**src/rtl/ccff_chain_loader.sv**
```systemverilog
// Loads a word-fed bitstream serially into a ccff chain, then recirculates it once and compares CRC-8 signatures.
// Latency: ceil(CHAIN_LEN/WORD_W) accept cycles + CHAIN_LEN shift cycles + CHAIN_LEN verify cycles + 1 done cycle.
// Backpressure: cfg_ready drops while a word is being shifted out; cfg_valid gaps only stall the chain.
module ccff_chain_loader #(
    parameter int CHAIN_LEN = 36,
    parameter int WORD_W    = 8
) (
    input  logic              prog_clk,
    input  logic              prog_reset,
    input  logic              start,
    input  logic [WORD_W-1:0] cfg_data,
    input  logic              cfg_valid,
    output logic              cfg_ready,
    output logic              ccff_head,
    input  logic              ccff_tail,
    output logic              ccff_shift_en,
    output logic              busy,
    output logic              done,
    output logic              cfg_ok,
    output logic              cfg_err
);
    localparam int IDX_W = (WORD_W > 1) ? $clog2(WORD_W) : 1;
    localparam int CNT_W = $clog2(CHAIN_LEN + 1);

    typedef enum logic [1:0] {
        IDLE   = 2'd0,
        LOAD   = 2'd1,
        VERIFY = 2'd2,
        DONE   = 2'd3
    } state_t;

    state_t            state;
    state_t            state_nx;
    logic [WORD_W-1:0] word_buf;
    logic              buf_full;
    logic [IDX_W-1:0]  bit_idx;
    logic [CNT_W-1:0]  bits_rem;
    logic [7:0]        crc;
    logic [7:0]        load_crc;
    logic [7:0]        crc_nx;
    logic              ok_q;
    logic              err_q;
    logic              accept;
    logic              shift_bit;
    logic              last_bit;

    // One serial step of CRC-8, polynomial x^8 + x^2 + x + 1.
    function automatic logic [7:0] crc8_step(input logic [7:0] c, input logic b);
        logic fb;
        fb = c[7] ^ b;
        return {c[6:0], 1'b0} ^ (fb ? 8'h07 : 8'h00);
    endfunction

    // State register.
    always_ff @(posedge prog_clk) begin
        if (prog_reset) state <= IDLE;
        else            state <= state_nx;
    end

    // Next state, chain drive and handshake; the bit fed to the CRC is the bit driven onto the head.
    always_comb begin
        state_nx      = state;
        cfg_ready     = 1'b0;
        ccff_head     = 1'b0;
        ccff_shift_en = 1'b0;
        accept        = 1'b0;
        shift_bit     = 1'b0;
        last_bit      = (bits_rem == CNT_W'(1));
        busy          = (state != IDLE);
        done          = (state == DONE);
        case (state)
            IDLE: begin
                if (start) state_nx = LOAD;
            end
            LOAD: begin
                cfg_ready = !buf_full && (bits_rem != '0);
                accept    = cfg_ready && cfg_valid;
                if (buf_full) begin
                    ccff_shift_en = 1'b1;
                    shift_bit     = word_buf[bit_idx];
                    ccff_head     = shift_bit;
                    if (last_bit) state_nx = VERIFY;
                end
            end
            VERIFY: begin
                ccff_shift_en = 1'b1;
                shift_bit     = ccff_tail;
                ccff_head     = ccff_tail;
                if (last_bit) state_nx = DONE;
            end
            DONE: begin
                state_nx = IDLE;
            end
            default: begin
                state_nx = IDLE;
            end
        endcase
        crc_nx = crc8_step(crc, shift_bit);
    end

    // Word buffer, bit counters, CRC registers and sticky result flags.
    always_ff @(posedge prog_clk) begin
        if (prog_reset) begin
            word_buf <= '0;
            buf_full <= 1'b0;
            bit_idx  <= '0;
            bits_rem <= '0;
            crc      <= 8'hFF;
            load_crc <= 8'hFF;
            ok_q     <= 1'b0;
            err_q    <= 1'b0;
        end else begin
            case (state)
                IDLE: begin
                    if (start) begin
                        ok_q     <= 1'b0;
                        err_q    <= 1'b0;
                        bits_rem <= CNT_W'(CHAIN_LEN);
                        crc      <= 8'hFF;
                        buf_full <= 1'b0;
                        bit_idx  <= '0;
                    end
                end
                LOAD: begin
                    if (accept) begin
                        word_buf <= cfg_data;
                        buf_full <= 1'b1;
                        bit_idx  <= '0;
                    end
                    if (buf_full) begin
                        crc      <= crc_nx;
                        bit_idx  <= bit_idx + 1'b1;
                        bits_rem <= bits_rem - 1'b1;
                        // Partial last word: upper bits are simply never shifted.
                        if (bit_idx == IDX_W'(WORD_W - 1) || last_bit) buf_full <= 1'b0;
                        if (last_bit) begin
                            load_crc <= crc_nx;
                            crc      <= 8'hFF;
                            bits_rem <= CNT_W'(CHAIN_LEN);
                        end
                    end
                end
                VERIFY: begin
                    crc      <= crc_nx;
                    bits_rem <= bits_rem - 1'b1;
                    if (last_bit) begin
                        if (crc_nx == load_crc) ok_q  <= 1'b1;
                        else                    err_q <= 1'b1;
                    end
                end
                default: begin
                end
            endcase
        end
    end

    assign cfg_ok  = ok_q;
    assign cfg_err = err_q;
endmodule

```
**config.mk**
```make
export PLATFORM = sky130hd
export DESIGN_NAME = ccff_chain_loader
export DESIGN_NICKNAME = d
export VERILOG_FILES = /design/src/rtl/ccff_chain_loader.sv
export SDC_FILE = /design/constraint.sdc
export NUM_CORES = 1
export LEC_CHECK = 0
export BUFFER_PORTS_ARGS = -buffer_cell sky130_fd_sc_hd__buf_2
export CORE_UTILIZATION = 45
export DETAILED_ROUTE_END_ITERATION = 8
export SLEW_MARGIN = 40
export SYNTH_ARGS = -nofsm -noshare
export SYNTH_HDL_FRONTEND = slang
export SYNTH_SLANG_ARGS = --single-unit
export TNS_END_PERCENT = 100
```
**constraint.sdc**
```tcl
create_clock -name prog_clk -period 2.7 [get_ports prog_clk]
set_clock_uncertainty 0.05 [all_clocks]
set_input_delay 0.27 -clock prog_clk [delete_from_list [all_inputs] [get_ports prog_clk]]
set_output_delay 0.27 -clock prog_clk [all_outputs]
set_load 0.005 [all_outputs]
```
**Word level (Yosys, flattened, before mapping)**

Index checks and enable logic that the tools add are counted.

- $add $sub $neg: 2
- Order comparisons: 1
- Equality and inequality tests: 13
- Mux-type cells: 37
- Bitwise operators: 2
- Reduce and logical (&&, ||, !) cells: 18

Operators with widths:

| operator | number |
|---|---|
| $mux 8 | 3 |
| $pmux 8 s3 | 1 |
| $mux 6 | 3 |
| $pmux 6 s3 | 1 |
| $mux 1 | 13 |
| $mux 3 | 4 |
| $ne 2x2->1 const B | 6 |
| $reduce_and 4->1 | 3 |
| $pmux 1 s2 | 5 |
| $reduce_and 3->1 | 3 |
| $eq 8x8->1 | 1 |
| $mux 2 | 4 |
| $pmux 2 s4 | 1 |
| $xor 8x3->8 | 1 |
| $eq 6x1->1 const B | 1 |
| $pmux 3 s2 | 1 |
| $reduce_bool 2->1 | 3 |
| $reduce_bool 6->1 | 1 |
| $sub 6x1->6 const B | 1 |
| $eq 2x2->1 const B | 2 |
| $lt 3x4->1 const B | 1 |
| $reduce_and 2->1 | 2 |
| $add 3x1->3 const B | 1 |
| $bmux 1 s3 | 1 |
| other kinds (9) | 10 |

- Register bits: 38
- Input bits: 13
- Output and inout port bits: 7
- Word-level logic and storage cells: 82

**Logic depth before layout (Yosys ltp)**

- Depth after elaboration: 11
- Gate-level depth with buffers: 8
- Depth with buffers taken out: 7

**Least setup slack after synthesis**

No wires, ideal clock.

- Path type: flip-flop to flip-flop
- Start point: register state[1]
- End point: register crc[1]
- Setup time: 0.126 ns
- Arrival time: 2.086 ns
- Required time: 2.524 ns
- Path slack: 0.439 ns
- Stages on the path, launching flop included: 8
- Path buffers: 0
- Clock period less this slack: 2.261 ns
- Path through: dfxtp_1 inv_1 ha_1 nor2b_1 nor3_1 nand3b_1 nor4b_1 nor3_1

- Longest elaborated chain between the ends: 8
- Elaborated cells on any way between the ends: 14
- Those cells by class: 4 x eq/ne; 5 x mux; 2 x bitwise; 3 x reduce/logical

Ends and longest elaborated chain:

| what | RTL line | text |
|---|---|---|
| start: declaration | 32 | `state_t state;` |
| start signal: assignment | 57 | `else state <= state_nx;` |
| $eq 2x2->1 / $eq 2x1->1 (equally long branches) | 71, 113 |  |
| $pmux 1 s2 | 71 | `case (state)` |
| $xor 1x1->1 | 50 | `fb = c[7] ^ b;` |
| $mux 3 | 51 | `return {c[6:0], 1'b0} ^ (fb ? 8'h07 : 8'h00);` |
| $xor 8x3->8 | 51 |  |
| $mux 8 | 136 | `if (last_bit) begin` |
| $mux 8 | 130 | `if (buf_full) begin` |
| $pmux 8 s3 | 113 | `case (state)` |
| end signal: assignment | 131 | `crc <= crc_nx;` |
| end signal: assignment | 144 | `crc <= crc_nx;` |
| end: declaration | 38 | `logic [7:0] crc;` |

Several ways; a longest one is shown, not always the timed one. The select of a mux whose other input is x is not followed.
A chain may end at the register's enable or synchronous reset.

**Worst setup path after layout**

- Start point: register bit_idx[0]
- End point: register err_q, in the netlist cfg_err

- Longest elaborated chain between the ends: 10

Ends and longest elaborated chain:

| what | RTL line | text |
|---|---|---|
| start: declaration | 36 | `logic [IDX_W-1:0] bit_idx;` |
| start signal: assignment | 132 | `bit_idx <= bit_idx + 1'b1;` |
| $bmux 1 s3 | 80 | `shift_bit = word_buf[bit_idx];` |
| $mux 1 (implied by the code) | 80 |  |
| $mux 1 | 78 | `if (buf_full) begin` |
| $pmux 1 s2 | 71 |  |
| $xor 1x1->1 | 50 |  |
| $mux 3 | 51 |  |
| $xor 8x3->8 | 51 |  |
| $eq 8x8->1 | 147 | `if (crc_nx == load_crc) ok_q <= 1'b1;` |
| $ne 2x2->1 (no line) | n/a |  |
| $reduce_and 4->1 (no line) | n/a |  |
| end signal: assignment | 111 | `err_q <= 1'b0;` |
| end signal: assignment | 117 | `err_q <= 1'b0;` |
| end signal: assignment | 148 | `else err_q <= 1'b1;` |
| end: declaration | 42 | `logic err_q;` |

Every way passes these cells. The select of a mux whose other input is x is not followed.

==> flow_summary.yaml <==
clocking:
  hold_buffers: 0
  clockBufferDepth: 2
  clk_latency_ns: 0.29
  h-tree-depth: 2
  cts.clk_slew.worst_paths_ns: 0.08
  cts-resized-gates: 0
  post-cts-setup-buffers: 0
  cts_root_buffer: "clkbuf_8"
  tritoncts: "done"
  cts.sinks: 38
  numCtsBuffers: 5
setup_path:
  setup.worst_path.class: "reg -> reg"
  timing.rr.start: "bit_idx[0]$_SDFFE_PP0P_"
  end_kind: "register"
  r2r_cells: 5
  critPathCapture: "cfg_err$_SDFFE_PP0P_"
  r2r_setup_slack_ns: 0.39
  critical_path_arrival_ns: 2.44
  r2r_end: "cfg_err$_SDFFE_PP0P_"
  cp_max_fo: 7
  required_ns: 2.83
  start_kind: "register"
  startpoint: "bit_idx[0]$_SDFFE_PP0P_"
route:
  wl_um: 4750
  drc: 0
  num_vias: 1823
  post_drt_wl_per_cell_um: 14.6
  drt_pass1_iterations: 4
  viasPerCell: 5.61
  first_iter_violations: 95
  drtAntennaViolNets: 0
timing:
  final_hold_viol_count: 0
  fin_setup_tns_ns: 0
  finalSetupViolations: 0
  rsz0062_at_grt: "false"
  slew_violations: 0
  fin_crit_sh: 0.856
  timing.slew.headroom: 0.635
  min_period_ns: 2.31
  tightestPinTransition_ns: 0.548
  fin_ws_ns: 0.388
  fmax_mhz: 433
synth:
  syn_avg_cell_area_um2: 8.67
  async_flop_share: 0
  synthesis.nets: 274
  ys_types: 46
  ys_warn_count: 0
  syn-cell-area_mm2: 0.00218
  synth_edf_count: 0
  ys_ff_latch: 38
  postSynthCellCount: 252
  synth_ff_type: "dfxtp_1"
  yosysSeqAreaShare: 0.348
place:
  dp_hpwl_um: 3310
  numPortBuffers: 19
  gp_congestion: 0.784
  dp_slack_ns: 0.384
floorplan:
  die-area_mm2: 0.00514
  core_area_mm2: 0.00450
  io_pins: 20
  rows: 24
  die_h_um: 71.7
  dieWidth_um: 71.7
  start_util: 0.485
pwr:
  irDropWorstVdd_uv: 442
  leakagePower_nw: 0.977
  p_per_area_mw_per_mm2: 1020
global_routing:
  grt_overflow: 0
  grt_antenna_before_repair: 0
  grt_pass1_wl_um: 8410
  grt_max_degree: 43
  grt_util_all_layers: 0.208
  grt_pass1_vias: 1785
final_layout:
  final_common_cell: "dfxtp_1"
  nNetsFinal: 295
  n_antenna_cell: 0
  drive_gt1_frac: 0.161
  area_delta_synth_final_pct: 13.3
  mostFrequentLayoutCells: "dfxtp_1 (38), nand2_1 (23), nor2_1 (23), buf_2 (19), a21oi_1 (18)"
worst_hold_path:
  hp-class: "in -> reg"
  holdPathStages: 3
run:
  drv_cap: 0
run_status:
  outcome: "complete, no violations"
## synth_stat cells, types with 2 or more instances
master,number,area (µm²)
nor2b_1,4,25.0
and3_1,3,18.8
o31ai_1,2,15.0
xor2_1,4,35.0
xnor2_1,7,61.3
inv_1,7,26.3
or3_1,4,25.0
buf_1,2,7.51
nor4_1,3,18.8
a21boi_0,4,30.0
a211o_1,6,52.6
dfxtp_1,38,761
a211oi_1,5,37.5
nand4_1,3,18.8
or4_1,2,15.0
or2_2,2,12.5
nand3_1,4,20.0
and2_1,6,37.5
o32ai_1,2,17.5
mux2i_1,15,150
nor4b_1,3,26.3
nor3b_1,3,22.5
nand2_1,23,86.3
a21oi_1,18,90.1
buf_6,2,22.5
nand3b_1,6,45.0
o21ai_0,8,40.0
clkbuf_1,8,30.0
a2111oi_4,2,55.1
ha_1,9,113
nor2_1,23,86.3
nor3_1,10,50.1
## routing by layer
layer  vias to the layer above  GRT usage  part of all wire
met5                         -          0                 0
met4                         0     0.0675             0.017
met3                         8     0.0577             0.028
met2                        33      0.298              0.42
met1                       834      0.301              0.54
li1                        948          -                 -
## final cells by class
cell class | instances | area [µm²]
clock inverter | 1 | 30.0
timing repair buffer | 28 | 183
multi-input combinational | 193 | 1330
inverter | 7 | 26.3
fill | 438 | 2030
tap | 52 | 65.1
sequential | 38 | 761
clock buffer | 6 | 82.6
## stage by stage
stage               std cells   util  instance area, µm²  total power [W]  hold WS (ns)
floorplan                 252      -                2180          0.00167         0.367
global placement          317  0.518                2330          0.00202         0.424
detailed placement        317  0.518                2330          0.00201         0.426
CTS                       324  0.543                2450          0.00252         0.160
global route              325  0.549                2470          0.00274         0.167
finish                    325  0.549                2470          0.00252         0.167
## cell families (layout without fill, tap and decap cells)
group                    Yosys count  count (layout)  synth area share
AO/OA/AOI/OAI                     54              54             0.186
XOR/XNOR                          11              11            0.0441
adder cells (fa/ha/maj)            9               9            0.0515
buffers and inverters             21              42            0.0441
flip-flops                        38              38             0.348
multiplexers                      16              16            0.0790
AND/OR/NAND/NOR                  103             103             0.247
## critical path: stages, from the launching register on
cell,delay (ns)
dfxtp_1,0.50
mux2i_1,0.13
mux4_2,0.54
or3_1,0.56
a2111oi_2,0.34
nor3_1,0.08
## where the power goes
| part | leakage (nW) | total (W) | switching, W | internal [W] |
|---|---|---|---|---|
| clock | 0.0573 | 0.000501 | 0.000205 | 0.000296 |
| sequential | 0.310 | 0.000792 | 0.000120 | 0.000671 |
| combinational | 0.610 | 0.00122 | 0.000702 | 0.000522 |
| total | 0.977 | 0.00252 | 0.00103 | 0.00149 |
## worst min path at each step
stage	start	end	slack [ns]
floorplan	cfg_data[0]	word_buf[0]$_SDFFE_PP0P_	0.37
global placement	load_crc[4]$_SDFFE_PP1P_	load_crc[4]$_SDFFE_PP1P_	0.42
detailed placement	bits_rem[5]$_SDFFE_PP0P_	bits_rem[5]$_SDFFE_PP0P_	0.43
CTS	cfg_data[4]	word_buf[4]$_SDFFE_PP0P_	0.16
global route	cfg_data[4]	word_buf[4]$_SDFFE_PP0P_	0.17
finish	cfg_data[4]	word_buf[4]$_SDFFE_PP0P_	0.17
## registers in the layout, indices dropped and copies added, names as in the netlist, 2 cells and up
signal / count
word_buf: 8
state: 2
load_crc: 8
bit_idx: 3
bits_rem: 6
crc: 8
Power figures use the tool's default switching activity.
